File: config.mk
export PLATFORM = sky130hd
export DESIGN_NAME = bcd_display_ctrl
export DESIGN_NICKNAME = d
export VERILOG_FILES = /design/src/rtl/bcd_display_ctrl.sv
export SDC_FILE = /design/constraint.sdc
export NUM_CORES = 1
export LEC_CHECK = 0
export CORE_MARGIN = 2
export CORE_UTILIZATION = 45
export CTS_CLUSTER_DIAMETER = 100
export DETAILED_ROUTE_END_ITERATION = 6
export DONT_BUFFER_PORTS = 1
export PLACE_DENSITY = 0.68
export SYNTH_ARGS = -nofsm -noshare
export SYNTH_HDL_FRONTEND = slang
export SYNTH_SLANG_ARGS = --single-unit
File: constraint.sdc
create_clock -name clk -period 2 [get_ports clk]
set_clock_uncertainty 0.1 [all_clocks]
set_input_delay 0.3 -clock clk [delete_from_list [all_inputs] [get_ports clk]]
set_output_delay 0.3 -clock clk [all_outputs]
set_load 0.01 [all_outputs]
File: src/rtl/bcd_display_ctrl.sv
// Iterative binary-to-BCD (double-dabble) front end for the HEX seven-segment decoders.
// Optional leading-zero blanking is built when BCD_LEADING_BLANK_EN is defined.
module bcd_display_ctrl #(
  parameter int BIN_W  = 16,
  parameter int DIGITS = 5
) (
  input  logic                  clk,
  input  logic                  rst,
  input  logic [BIN_W-1:0]      in_value,
  input  logic                  in_valid,
  output logic                  in_ready,
  output logic [4*DIGITS-1:0]   digits,
  output logic [DIGITS-1:0]     blank,
  output logic                  overflow,
  output logic                  done
);

  localparam int CNT_W = $clog2(BIN_W + 1);
  localparam int SCR_W = 4 * DIGITS;

  typedef enum logic [1:0] {
    IDLE  = 2'd0,
    SHIFT = 2'd1,
    LATCH = 2'd2
  } state_t;

  state_t               state_r;
  state_t               state_nxt_s;
  logic                 load_s;
  logic                 step_s;
  logic                 latch_s;
  logic                 in_ready_r;
  logic [BIN_W-1:0]     bin_r;
  logic [SCR_W-1:0]     scratch_r;
  logic                 ovf_scr_r;
  logic [CNT_W-1:0]     cnt_r;
  logic [SCR_W-1:0]     digits_r;
  logic                 overflow_r;
  logic                 done_r;
  logic [SCR_W-1:0]     corr_s;
  logic [SCR_W-1:0]     scr_shift_s;
  logic                 ovf_out_s;
  logic [BIN_W-1:0]     bin_nxt_s;

  // Per-digit add-3 correction; each nibble is independent, no carry between digits.
  function automatic logic [SCR_W-1:0] add3(input logic [SCR_W-1:0] s);
    logic [SCR_W-1:0] r;
    r = s;
    for (int k = 0; k < DIGITS; k++) begin
      if (s[4*k +: 4] >= 4'd5) begin
        r[4*k +: 4] = s[4*k +: 4] + 4'd3;
      end
    end
    return r;
  endfunction

  // Correct, then shift {scratch, binary} left; the scratch MSB falls out as overflow.
  always_comb begin
    corr_s                   = add3(scratch_r);
    {ovf_out_s, scr_shift_s} = {corr_s, bin_r[BIN_W-1]};
    bin_nxt_s                = bin_r << 1;
  end

  // State register.
  always_ff @(posedge clk or negedge rst) begin
    if (!rst) begin
      state_r <= IDLE;
    end else begin
      state_r <= state_nxt_s;
    end
  end

  // Next-state and datapath strobes.
  always_comb begin
    state_nxt_s = state_r;
    load_s      = 1'b0;
    step_s      = 1'b0;
    latch_s     = 1'b0;
    case (state_r)
      IDLE: begin
        if (in_valid) begin
          load_s      = 1'b1;
          state_nxt_s = SHIFT;
        end else begin
          state_nxt_s = IDLE;
        end
      end
      SHIFT: begin
        step_s = 1'b1;
        if (cnt_r == CNT_W'(BIN_W - 1)) begin
          state_nxt_s = LATCH;
        end else begin
          state_nxt_s = SHIFT;
        end
      end
      LATCH: begin
        latch_s     = 1'b1;
        state_nxt_s = IDLE;
      end
      default: begin
        state_nxt_s = IDLE;
      end
    endcase
  end

  // Conversion datapath and output bank; outputs only move on the LATCH cycle.
  always_ff @(posedge clk or negedge rst) begin
    if (!rst) begin
      in_ready_r <= 1'b1;
      bin_r      <= {BIN_W{1'b0}};
      scratch_r  <= {SCR_W{1'b0}};
      ovf_scr_r  <= 1'b0;
      cnt_r      <= {CNT_W{1'b0}};
      digits_r   <= {SCR_W{1'b0}};
      overflow_r <= 1'b0;
      done_r     <= 1'b0;
    end else begin
      in_ready_r <= (state_nxt_s == IDLE);
      done_r     <= latch_s;
      if (load_s) begin
        bin_r     <= in_value;
        scratch_r <= {SCR_W{1'b0}};
        ovf_scr_r <= 1'b0;
        cnt_r     <= {CNT_W{1'b0}};
      end else if (step_s) begin
        bin_r     <= bin_nxt_s;
        scratch_r <= scr_shift_s;
        ovf_scr_r <= ovf_scr_r | ovf_out_s;
        cnt_r     <= cnt_r + CNT_W'(1);
      end
      if (latch_s) begin
        digits_r   <= scratch_r;
        overflow_r <= ovf_scr_r;
      end
    end
  end

`ifdef BCD_LEADING_BLANK_EN
  localparam logic [DIGITS-1:0] BLANK_RST = ~(DIGITS'(1));

  logic [DIGITS-1:0] blank_r;

  // Blank every digit above the highest nonzero one; digit 0 always shows.
  function automatic logic [DIGITS-1:0] lead_blank(input logic [SCR_W-1:0] s);
    logic [DIGITS-1:0] b;
    logic              seen;
    b    = {DIGITS{1'b0}};
    seen = 1'b0;
    for (int k = DIGITS - 1; k >= 1; k--) begin
      if (s[4*k +: 4] != 4'd0) begin
        seen = 1'b1;
      end
      b[k] = ~seen;
    end
    return b;
  endfunction

  // Blank flags update together with the digits.
  always_ff @(posedge clk or negedge rst) begin
    if (!rst) begin
      blank_r <= BLANK_RST;
    end else if (latch_s) begin
      blank_r <= ovf_scr_r ? {DIGITS{1'b0}} : lead_blank(scratch_r);
    end
  end

  assign blank = blank_r;
`else
  assign blank = {DIGITS{1'b0}};
`endif

  assign in_ready = in_ready_r;
  assign digits   = digits_r;
  assign overflow = overflow_r;
  assign done     = done_r;

endmodule
Word level (Yosys, flattened, before mapping):

Index checks and enable logic that the tools add are counted.

* bits of input ports: 19
* bits in latches: 0
* RAM bits: 0
* flip-flop bits (word level): 67
* logic and storage cells: 47
* memories kept: 0
* memory bits (read-only): 0

* multipliers: 0
* divide/modulo/power cells: 0
* mux-type cells: 20
* $add $sub $neg: 6
* shift-type cells: 0
* magnitude comparators: 5
* equality and inequality tests: 3
* reductions and logical operators: 3
* bitwise operators: 1

Operators by type and width (number)
* $mux W20: 2
* $mux W16: 2
* $add A4 B2 Y4 const B: 5
* $ge A4 B3 Y1 const B: 5
* $mux W4: 5
* $mux W5: 2
* $mux W1: 7
* $add A5 B1 Y5 const B: 1
* $eq A5 B4 Y1 const B: 1
* $logic_not A2 Y1: 2
* $pmux W2 S2: 1
* $eq A2 B1 Y1 const B: 1
* $eq A2 B2 Y1 const B: 1
* $mux W2: 1
* $reduce_bool A2 Y1: 1
* $or A1 B1 Y1: 1

Longest topological paths before layout:

Gate-level depths: netlist of run 1.

* word-level depth: 5
* depth in mapped cells: 6

Least setup slack after synthesis of run 1:

Ideal clock, no wire load.

* kind: register to register
* start point: register scratch_r[4]
* end point: register scratch_r[6]
* setup slack: 0.529 ns
* arrival time: 1.255 ns
* period minus slack after synthesis: 1.471 ns
* stages on the path, launching flop included: 6
* setup time: 0.116 ns
* buffers on the path: 0
* required time: 1.784 ns
* cell sequence: dfrtp_1 > inv_1 > ha_1 > nor2b_1 > o21a_1 > o311ai_0

* word-level cells in the longest chain between the ends: 4
* elaborated cells between the ends (all ways): 5
* classes of those cells: 1 x add/sub; 1 x order compare; 3 x mux

Ends and longest elaborated chain
* start, declared: RTL line 34 `logic [SCR_W-1:0] scratch_r;`
* start signal, assigned: RTL line 111 `scratch_r <= {SCR_W{1'b0}};`
* start signal, assigned: RTL line 122 `scratch_r <= {SCR_W{1'b0}};`
* start signal, assigned: RTL line 127 `scratch_r <= scr_shift_s;`
* $add A4 B2 Y4 or $ge A4 B3 Y1 (tied branches): RTL line 51, 50
* $mux W4 *: RTL line 50 `if (s[4*k +: 4] >= 4'd5) begin`
* $mux W20 *: RTL line 125 `end else if (step_s) begin`
* $mux W20 *: RTL line 120 `if (load_s) begin`

Every way passes the cells marked *; elsewhere a longest branch is shown, timed or not. The select of a mux whose other input is x is not followed.
A chain may end at the register's enable or synchronous reset.

Worst setup path after layout of run 1:

* start point: register state_r[0]
* end point: register scratch_r[6]

* word-level cells in the longest chain between the ends: 3
* elaborated cells between the ends (all ways): 6
* classes of those cells: 1 x eq/ne; 3 x mux; 2 x reduce/logical

Ends and longest elaborated chain
* start, declared: RTL line 27 `state_t state_r;`
* start signal, assigned: RTL line 69 `state_r <= state_nxt_s;`
* $eq A2 B1 Y1 or $logic_not A2 Y1 (tied branches): RTL line 79 `case (state_r)`
* $mux W1: RTL line 79
* $reduce_bool A2 Y1 (no source line) or $mux W20 (tied branches)

Parallel ways exist; a longest one is shown, timed or not.

==> metrics.md, run 1 <==
| Metric | Value |
|---|---|
| Top Usage Layer GRT | met2 |
| CP peak stage delay | 0.60 ns |
| HP Class | input pin to register |
| Area grow syn2layout | 9.42% |
| Largest net degree at the start of global routing | 68 |
| Vias in the first global route | 2256 |
| Met2 usage | 0.279 |
| Crit path launch | state_r[0] |
| Setup TNS | 0 ns |
| Root buffer cell | clkbuf_8 |
| YS warnings | 0 |
| Arrival @ worst endpoint | 1.83 ns |
| GR Util All Layers | 0.176 |
| DR iter-0 viols | 208 |
| Critical path type | register to register |
| Starting density of the core | 0.468 |
| Crit path max fanout | 23 |
| IO Pins | 47 |
| Vias per std cell | 5.47 |
| Final Max Slew Viols | 0 |
| Hold Fails Final Rpt | 0 |
| Status | finished clean |
| Met3 GRT Util | 0.0644 |
| Mean Syn Cell Area | 10.6 um2 |
| Avg WL per Cell | 15.2 um |
| P per Cell Area | 1600 mW/mm2 |
| RR Endpoint | scratch_r[6] |
| Area leader, netlist | dfrtp_1 |
| RSZ-0062 raised after global routing | no |
| Post-synthesis sequential area ratio | 0.522 |
| Final setup vio count | 0 |
| CP required | 2.13 ns |
| Maximum VDD drop | 621 uV |
| Critical Path Sink | scratch_r[6] |
| Worst setup EP type | register |
| Synth Instances | 303 |
| CTS clk-pin slew, worst paths | 0.07 ns |
| Initial antenna violation count | 0 |
| Resized cells post-CTS | 0 |
| Tot Pwr | 0.00563 W |
| Vias | 2217 |
| Cts bufs inserted | 9 |
| Clock sink count | 67 |
| Global placement routability congestion | 0.762 |
| Slew @ Worst Pin | 0.595 ns |
| Die ar. | 0.00783 mm2 |
| Worst-case clock buffer depth | 2 |
| Core Box Area | 0.00687 mm2 |
| Minimum clock period | 1.70 ns |
| Yosys reg bits | 67 |
| Dpl hpwl | 4080 um |
| Synth Flop Type | dfrtp_1 |
| Post-Route WL | 6170 um |
| DIE WIDTH | 88.5 um |
| Reg-to-reg critical path startpoint | state_r[0] |
| EDFF count, synth | 0 |
| PortBufs | 0 |
| Layout cell share with drive strength beyond 1 | 0.117 |
| Drt drc | 0 |
| TritonRoute pass-1 iters | 4 |
| Leak Pwr | 1.55 nW |
| Die height | 88.5 um |
| R2R cell count | 3 |
| First-pass GRT wire length | 10700 um |
| Syn Std Cell Area | 0.00321 mm2 |
| Critical Path Slowest Stage Cell | nor2b_4 |
| Global route total overflow | 0 |
| R2R setup slack | 0.30 ns |
| Async SR Flop Fraction | 1.00 |
| TritonCTS clock tree | built |
| CP Launch Type | register |
| Clk_lat worst skew | 0.34 ns |
| Crit share post-route | 0.849 |
| CTS H-Tree Depth | 3 |
| Post-DRT Antenna Nets | 0 |
| Rows | 30 |
| Crit-path cells | nor2b_4 > o2111ai_1 > o311ai_0 |
| Max cap viols | 0 |
| Slew HR | 0.603 |
| Fmax | 589 MHz |
| # diodes | 0 |
| Met1 Resource Use GR | 0.223 |
| Unique masters post-synth | 38 |
| Yosys top cell area share | 0.514 |
| Layout Nets | 335 |
| Top cells by area, synth | dfrtp_1, o21ai_0, nand2_1 |
-- synthesized netlist by cell type (2+ instances only) --
cell type	number
dfrtp_1	66
nand2_1	47
o21ai_0	43
inv_1	24
a22oi_1	15
ha_1	12
o2111ai_1	8
buf_2	7
buf_4	7
o31ai_1	7
a32o_1	6
buf_6	6
nor2b_1	6
o21a_1	5
o221ai_2	5
xnor2_1	5
o311ai_1	4
o32ai_1	4
a22o_1	2
clkbuf_1	2
clkbuf_2	2
mux2_2	2
nand2b_1	2
o2111ai_2	2
-- cell usage in the layout (no fill, tap or decap), types with 4 or more instances in the layout --
| cell type | synthesis | layout |
|---|---|---|
| dfrtp_1 | 66 | 66 |
| nand2_1 | 47 | 47 |
| o21ai_0 | 43 | 43 |
| inv_1 | 24 | 24 |
| a22oi_1 | 15 | 15 |
| ha_1 | 12 | 12 |
| clkbuf_8 | 0 | 10 |
| o2111ai_1 | 8 | 8 |
| buf_4 | 7 | 8 |
| o31ai_1 | 7 | 7 |
| nor2b_1 | 6 | 6 |
| a32o_1 | 6 | 6 |
| o21a_1 | 5 | 5 |
| o221ai_2 | 5 | 5 |
| xnor2_1 | 5 | 5 |
| conb_1 | 1 | 5 |
| o311ai_1 | 4 | 4 |
| o32ai_1 | 4 | 4 |
-- cell families (layout without fill, tap and decap cells) --
kind of cell / Yosys count / after routing / share of synthesized area
buf+inv: 49 / 51 / 0.0837
mux: 2 / 2 / 0.00701
other cells: 1 / 5 / 0.00117
xor+xnor: 5 / 5 / 0.0136
simple gates: 61 / 61 / 0.0837
flops: 67 / 67 / 0.522
fa+ha+maj: 12 / 12 / 0.0467
compound gates: 106 / 106 / 0.242
-- how the worst min path moves through the flow --
stage,startpoint,to,slack (ns),cells after the start
global route,in_value[0],bin_r[0],0.01,1
floorplan,rst,bin_r[0],-0.1,0
detailed placement,rst,done,-0.09,0
global placement,rst,done,-0.09,0
finish,in_value[0],bin_r[0],0.02,1
CTS,in_value[0],bin_r[0],0.005,1
-- layer usage --
layer,wire [um],up-vias
met5,0,-
met1,2850,1069
met4,86,0
met2,2850,62
met3,372,10
li1,-,1076
-- worst max-delay path, delay by kind of cell, from the launching register on --
| kind | cells | cell delay (ns) |
|---|---|---|
| DFF | 1 | 0.55 |
| and+or+nand+nor | 1 | 0.60 |
| AOI/OAI and AO/OA | 2 | 0.34 |
-- stage by stage --
stage	cell area, um2	utilization	worst slack, ns	std cells	hold WS, ns
after detailed placement	3240	0.471	0.341	387	-0.0942
after CTS	3520	0.512	0.326	405	0.00469
final	3520	0.512	0.302	405	0.0220
after floorplan	3230	-	0.529	307	-0.0956
after global placement	3240	0.471	0.393	387	-0.0943
after global routing	3520	0.512	0.176	405	0.0128
-- where the power goes --
group	internal, W	switching [W]
logic	0.000885	0.00116
registers	0.00182	0.000387
clock network	0.000864	0.000507
-- state kept, by name, summed over array words and instances (netlist names) --
register   count
cnt_r          5
scratch_r     20
digits        20
state_r        2
done           1
in_ready       1
bin_r         16
overflow       1
ovf_scr_r      1
-- cell type report --
cell class | count | area, um2
fillers | 629 | 3350
flip-flops and latches | 67 | 1680
multi-input cells | 191 | 1280
clock buffers | 12 | 145
well taps | 96 | 120
clock inverters | 4 | 97.6
repair buffers | 10 | 97.6
inverters | 25 | 96.3
-- what timing repair did --
item / in CTS / in global routing
hold buffers: 2 / 0
endpoints found under the hold margin: 67 / 0
setup buffers: 0 / 0
Power figures use the tool's default switching activity.
==> run 2: changes to the inputs <==
--- a/config.mk
+++ b/config.mk
@@ -5,6 +5,7 @@
 export SDC_FILE = /design/constraint.sdc
 export NUM_CORES = 1
 export LEC_CHECK = 0
+export ABC_AREA = 1
 export CORE_MARGIN = 2
 export CORE_UTILIZATION = 45
 export CTS_CLUSTER_DIAMETER = 100
==> constraint.sdc (replaced) <==
create_clock -name clk -period 1.75 [get_ports clk]
set_clock_uncertainty 0.1 [all_clocks]
set_input_delay 0.2625 -clock clk [delete_from_list [all_inputs] [get_ports clk]]
set_output_delay 0.2625 -clock clk [all_outputs]
set_load 0.01 [all_outputs]
==> run 2 against run 1 <==
  * The flow now finishes with violations (negative hold slack)
  * Via count rose by 13%
  * Critical path depth increased by 5
  * Die area down 1.1%
  * Non-clock buffer count is 12 higher
  * Total power increased by 7.4%
  * Clock power shrank 18%
  * Utilization increased by 1.7 points
  * Final area increased by 2.7%
  * Wire length shrank 0.66%
  * Sequential power is 18% higher
  * Setup slack better by 0.016 ns
  * Critical path type unchanged
  * Critical endpoint is now cnt_r[3]
  * Largest cell class unchanged
  * Highest routed layer unchanged
==> metrics.md, run 2 <==
| Metric | Value |
|---|---|
| Final WS setup | 0.318 ns (+0.0156 ns) |
| Avg WL per Cell | 12.1 um (-21%) |
| Area occupied by multi-input gates | 0.00127 mm2 (-0.59%) |
| Vias in the first global route | 2365 (+4.8%) |
| TritonRoute pass-1 iters | 4 (unchanged) |
| Initial antenna violation count | 0 (unchanged) |
| Critical Path Slowest Stage Cell | dfrtp_1 |
| R2R setup slack | 0.32 ns (+0.02 ns) |
| Leak Pwr | 1.83 nW (+18%) |
| Dpl hpwl | 4050 um (-0.69%) |
| Global route total overflow | 0 (unchanged) |
| Vias | 2515 (+13%) |
| Clock sink count | 67 (unchanged) |
| RR Endpoint | cnt_r[3] |
| Most common cell after layout, fill and taps aside | nand2_1 |
| DP Cell Count | 476 (+23%) |
| P per Cell Area | 1670 mW/mm2 (+4.6%) |
| CTS H-Tree Depth | 3 (unchanged) |
| Crit-path cells | inv_1 > nand2_2 > inv_1 > buf_12 > nand2_1 > o21ai_0 > nand2_1 > inv_1 |
| Unique masters post-synth | 20 (-47%) |
| Global placement routability congestion | 0.837 (+9.9%) |
| Failing checks | negative hold slack |
| Post-synthesis sequential area ratio | 0.528 (+0.00596) |
| Async SR Flop Fraction | 1.00 (unchanged) |
| Area leader, netlist | dfrtp_1 |
| Dpl ws | 0.322 ns (-0.0190 ns) |
| Status | complete, but fails checks |
| R2R cell count | 8 (+5) |
| Max cap viols | 0 (unchanged) |
| TritonCTS clock tree | built |
| Drt drc | 0 (unchanged) |
| RSZ-0062 raised after global routing | no |
| Reg-to-reg critical path startpoint | state_r[1] |
| Worst setup EP type | register |
| Synth Flop Type | dfrtp_1 |
| CTS clk-pin slew, worst paths | 0.07 ns (about the same) |
| Final instance area | 0.00361 mm2 (+2.7%) |
| HP Class | input pin to asynchronous set/reset pin |
| Worst-case clock buffer depth | 2 (unchanged) |
| Fill cells | 662 (+5.2%) |
| Post-route insts no fill | 508 (+25%) |
| Placed standard-cell area | 0.00328 mm2 (+1.3%) |
| CP dominant cell by count | inv_1 |
| Layout Nets | 438 (+31%) |
| Hold Fails Final Rpt | 67 (+67) |
| CP required | 1.94 ns (-0.19 ns) |
| Crit share post-route | 0.818 (-0.0305) |
| Core Box Area | 0.00683 mm2 (-0.55%) |
| Yosys reg bits | 67 (unchanged) |
| DR iter-0 viols | 89 (-57%) |
| Rows | 30 (unchanged) |
| Crit path max fanout | 25 (+8.7%) |
| Yosys top cell area share | 0.520 (+0.00587) |
| Post-CTS setup buffer count | 0 (unchanged) |
| DIE WIDTH | 88.0 um (-0.54%) |
| Fmax | 698 MHz (+19%) |
| Critical path type | register to register |
| Setup TNS | 0 ns (unchanged) |
| Post-DRT Antenna Nets | 0 (unchanged) |
| Starting density of the core | 0.465 (-0.00274) |
| CP peak stage delay | 0.36 ns (-0.24 ns) |
| Sequential standard cell area | 0.00168 mm2 (unchanged) |
| Post-Route WL | 6130 um (-0.66%) |
| Most frequent cells in the layout | nand2_1, dfrtp_1, nand3_1 |
| Final Max Slew Viols | 0 (unchanged) |
| Cts hold-fix bufs | 16 (+14) |
| Syn Std Cell Area | 0.00318 mm2 (-1.1%) |
| Layout cell share with drive strength beyond 1 | 0.0558 (-0.0607) |
| Synth Instances | 387 (+28%) |
| EDFF count, synth | 0 (unchanged) |
| Final hold slack | -0.492 ns (-0.514 ns) |
| Top cells by area, synth | dfrtp_1, nand2_1, nand3_1 |
| Root buffer cell | clkbuf_8 |
| Most common library cells after synthesis | nand2_1, dfrtp_1, nand3_1 |
| Area grow syn2layout | 13.6% |
| Resized cells post-CTS | 0 (unchanged) |
| PortBufs | 0 (unchanged) |
| Die ar. | 0.00775 mm2 (-1.1%) |
| Vias per std cell | 4.95 (-9.6%) |
| Minimum clock period | 1.43 ns (-0.266 ns) |
| Mean Syn Cell Area | 8.21 um2 (-23%) |
| First-pass GRT wire length | 10500 um (-1.7%) |
| CP Launch Type | register |
| IO Pins | 47 (unchanged) |
| # diodes | 0 (unchanged) |
| Most frequent cell after synthesis | nand2_1 |
| Clk_lat worst skew | 0.34 ns (about the same) |
| Tot Pwr | 0.00604 W (+7.4%) |
| YS warnings | 0 (unchanged) |
| Maximum VDD drop | 635 uV (+2.3%) |
| Arrival @ worst endpoint | 1.62 ns (-0.21 ns) |
| Cts bufs inserted | 9 (unchanged) |
| Largest net degree at the start of global routing | 68 (unchanged) |
| Final setup vio count | 0 (unchanged) |
| GR Util All Layers | 0.175 (-0.000935) |
| Die height | 88.0 um (-0.54%) |
==> run 2: cell types whose count changed in the layout (fill, tap and decap cells not counted), sizes merged, moves of 6 or more <==
cell and change:
nand2 +98, nand3 +39, a22oi -15, dlygate4sd3 +15, nor2 +13, inv +11
nand4 +10, o2111ai -10, nor2b -7, o21ai -7, o31ai -7, a32o -6
==> run 2: cell families (layout without fill, tap and decap cells) <==
logic type | count (synthesis) | count (layout) | share of synthesized area
flip-flops | 67 | 67 | 0.528
adder cells (fa/ha/maj) | 12 | 12 | 0.0472
buffers and inverters | 53 | 74 | 0.0756
AND/OR/NAND/NOR | 209 | 209 | 0.272
other | 1 | 5 | 0.00118
AO/OA/AOI/OAI | 45 | 45 | 0.0760
==> run 2: worst max path at each step <==
stage | startpoint | endpoint | slack, ns | cells after the start
after detailed placement | state_r[1] | cnt_r[3] | 0.32 | 8
after global routing | state_r[0] | digits[0] | 0.16 | 4
after CTS | state_r[0] | scratch_r[10] | 0.30 | 5
after floorplan | cnt_r[0] | cnt_r[4] | 0.47 | 5
final | state_r[1] | cnt_r[3] | 0.32 | 8
after global placement | state_r[0] | bin_r[2] | 0.37 | 5
==> run 2: worst max-delay path, delay by kind of cell, from the launching register on <==
kind                   cells  cell delay, ns
AOI/OAI and AO/OA          1            0.07
buffers and inverters      4            0.61
DFF                        1            0.36
and+or+nand+nor            3            0.24
==> run 2: power breakdown <==
group | switching, W | leakage (nW) | internal (W) | total [W]
clock network | 0.000546 | 0.0905 | 0.000589 | 0.00113
logic | 0.00142 | 0.904 | 0.000880 | 0.00230
registers | 0.000465 | 0.833 | 0.00214 | 0.00260
==> run 2: metal layers <==
layer	vias to the layer above	GRT usage	wire (um)
met5	-	0	0
met1	1169	0.217	2870
li1	1276	-	-
met3	9	0.0443	235
met4	0	0.0744	108
met2	61	0.290	2910
==> run 2: stage by stage <==
step                      hold WS [ns]  utilization
after floorplan                 -0.133            -
after detailed placement        -0.131        0.480
final                           -0.492        0.529
after CTS                       -0.508        0.529
after global routing            -0.518        0.529
after global placement          -0.131        0.480
==> run 2: cell type report <==
type,count,area share
multi-input cells,271,0.353
clock buffers,14,0.0450
well taps,96,0.0333
inverters,36,0.0374
repair buffers,22,0.0638
clock inverters,2,0.00277
flip-flops and latches,67,0.465
==> run 3: changes to the inputs <==
--- a/config.mk
+++ b/config.mk
@@ -5,7 +5,7 @@
 export SDC_FILE = /design/constraint.sdc
 export NUM_CORES = 1
 export LEC_CHECK = 0
-export ABC_AREA = 1
+export ABC_AREA = 0
 export CORE_MARGIN = 2
 export CORE_UTILIZATION = 45
 export CTS_CLUSTER_DIAMETER = 100
==> constraint.sdc (replaced) <==
create_clock -name clk -period 1.4 [get_ports clk]
set_clock_uncertainty 0.1 [all_clocks]
set_input_delay 0.21 -clock clk [delete_from_list [all_inputs] [get_ports clk]]
set_output_delay 0.21 -clock clk [all_outputs]
set_load 0.01 [all_outputs]
==> run 3 against run 2 <==
  * The run ends with negative hold slack, negative setup slack left
  * Register-to-register slack got worse by 0.35 ns
  * Hold slack got worse by 0.062 ns
  * Count of clock-buffer cells in the layout decreased by 2
  * Die area increased by 1.1%
  * Utilization increased by 12 points
  * Sequential share of layout area decreased by 8.8 points
  * Via count increased by 2.3%
  * Combinational power increased by 130%
==> metrics.md, run 3 (synthesis results as in run 1) <==
| Metric | Value |
|---|---|
| Status | complete, but fails checks |
| Failing checks | negative hold slack, negative setup slack |
| Placed standard-cell area | 0.00353 mm2 (+7.7%) |
| Drt drc | 0 (unchanged) |
| Die height | 88.5 um (+0.55%) |
| Vias per std cell | 5.41 (+9.4%) |
| Fmax | 699 MHz (about the same) |
| PortBufs | 0 (unchanged) |
| Area grow syn2layout | 38.8% |
| Critical path type | register to register |
| Core Box Area | 0.00687 mm2 (+0.55%) |
| CTS clk-pin slew, worst paths | 0.08 ns (about the same) |
| TritonRoute pass-1 iters | 4 (unchanged) |
| CP Launch Type | register |
| TritonCTS clock tree | built |
| Worst setup EP type | register |
| Die ar. | 0.00783 mm2 (+1.1%) |
| Clk_lat worst skew | 0.35 ns (about the same) |
| Leak Pwr | 1.96 nW (+7.0%) |
| CP peak stage delay | 0.42 ns (+0.06 ns) |
| Crit share post-route | 1.02 (+0.204) |
| # diodes | 0 (unchanged) |
| Arrival @ worst endpoint | 1.55 ns (-0.07 ns) |
| Most frequent cells in the layout | dfrtp_1, buf_4, nand2_1 |
| Dpl ws | -0.145 ns (-0.468 ns) |
| Dpl hpwl | 4410 um (+8.8%) |
| Worst-case clock buffer depth | 2 (unchanged) |
| Clock sink count | 67 (unchanged) |
| P per Cell Area | 2300 mW/mm2 (+38%) |
| Rows | 30 (unchanged) |
| HP Class | input pin to asynchronous set/reset pin |
| Post-DRT Antenna Nets | 0 (unchanged) |
| First-pass GRT wire length | 12300 um (+18%) |
| Cts hold-fix bufs | 17 (+1) |
| Crit-path cells | inv_2 > ha_4 > nor2b_4 > buf_4 > o2111ai_2 > o311ai_2 |
| Maximum VDD drop | 1360 uV (+110%) |
| Max cap viols | 0 (unchanged) |
| Final setup vio count | 7 (+7) |
| Global placement routability congestion | 0.777 (-7.2%) |
| Final instance area | 0.00446 mm2 (+24%) |
| R2R cell count | 6 (-2) |
| Final hold slack | -0.555 ns (-0.0625 ns) |
| Avg WL per Cell | 16.3 um (+35%) |
| CTS H-Tree Depth | 3 (unchanged) |
| Initial antenna violation count | 0 (unchanged) |
| DIE WIDTH | 88.5 um (+0.55%) |
| Final WS setup | -0.0314 ns (-0.349 ns) |
| Layout Nets | 405 (-7.5%) |
| DR iter-0 viols | 156 (+75%) |
| Layout cell share with drive strength beyond 1 | 0.383 (+0.327) |
| Largest net degree at the start of global routing | 68 (unchanged) |
| Starting density of the core | 0.468 (+0.00274) |
| Vias in the first global route | 2635 (+11%) |
| Critical Path Slowest Stage Cell | dfrtp_2 |
| GR Util All Layers | 0.203 (+0.0285) |
| Vias | 2572 (+2.3%) |
| Cts bufs inserted | 9 (unchanged) |
| Global route total overflow | 0 (unchanged) |
| Root buffer cell | clkbuf_8 |
| Minimum clock period | 1.43 ns (-0.000945 ns) |
| IO Pins | 47 (unchanged) |
| Final Max Slew Viols | 0 (unchanged) |
| CP required | 1.52 ns (-0.42 ns) |
| Most common cell after layout, fill and taps aside | dfrtp_1 |
| Post-Route WL | 7720 um (+26%) |
| RSZ-0062 raised after global routing | yes |
| Hold Fails Final Rpt | 67 (unchanged) |
| Crit path max fanout | 3 (-88%) |
[run 3: path summary, 6_finish.rpt]
| path | start | to | slack (ns) |
|---|---|---|---|
| min in group clk | in_valid | in_ready | 0.08 |
| max | scratch_r[12] | scratch_r[14] | -0.03 |
| max in group asynchronous | rst | in_ready | 1.56 |
| max reg2reg | scratch_r[12] | scratch_r[14] | -0.03 |
| min | rst | scratch_r[6] | -0.55 |
| min reg2reg | bin_r[10] | bin_r[10] | 0.39 |
[run 3: final cells by class]
| type | instances | area, um2 |
|---|---|---|
| Multi-Input combinational cell | 192 | 1650 |
| Clock buffer | 12 | 155 |
| Sequential cell | 67 | 1680 |
| Tap cell | 96 | 120 |
| Clock inverter | 4 | 72.6 |
| Fill cell | 517 | 2410 |
| Inverter | 25 | 96.3 |
| Timing Repair Buffer | 79 | 688 |
[run 3: metrics by stage]
stage	total power (W)	cells	TNS [ns]	utilization
2_1_floorplan	0.00564	307	-0.00533	-
3_3_place_gp	0.00663	422	-0.270	0.514
3_5_place_dp	0.00680	422	-1.01	0.514
4_1_cts	0.00932	467	-0.108	0.607
5_1_grt	0.0110	475	-0.639	0.650
6_report	0.0103	475	-0.0977	0.650
[run 3: critical path: cells and delay by family, from the launching register on]
kind | cells | cell delay [ns]
DFF | 1 | 0.42
buffers and inverters | 2 | 0.20
AOI/OAI and AO/OA | 2 | 0.31
adders and majority gates | 1 | 0.15
and+or+nand+nor | 1 | 0.12
[run 3: what timing repair did]
action	in CTS	in global routing
pin swaps	11	19
endpoints found under the setup margin	20	27
setup buffers	11	7
gates resized for setup	36	43
endpoints found under the hold margin	84	67
cloned	1	1
[run 3: routing by layer]
layer | track usage | vias to the layer above | wire, um
li1 | - | 1218 | -
met1 | 0.257 | 1286 | 3350
met2 | 0.325 | 57 | 3970
met3 | 0.0560 | 11 | 318
met4 | 0.0923 | 0 | 88
met5 | 0 | - | 0
[run 3: power by group]
part,total (W),leakage (nW),switching (W),internal (W)
combinational,0.00527,0.968,0.00251,0.00276
sequential,0.00317,0.875,0.000568,0.00261
clock,0.00184,0.113,0.000743,0.00110
total,0.0103,1.95,0.00382,0.00646
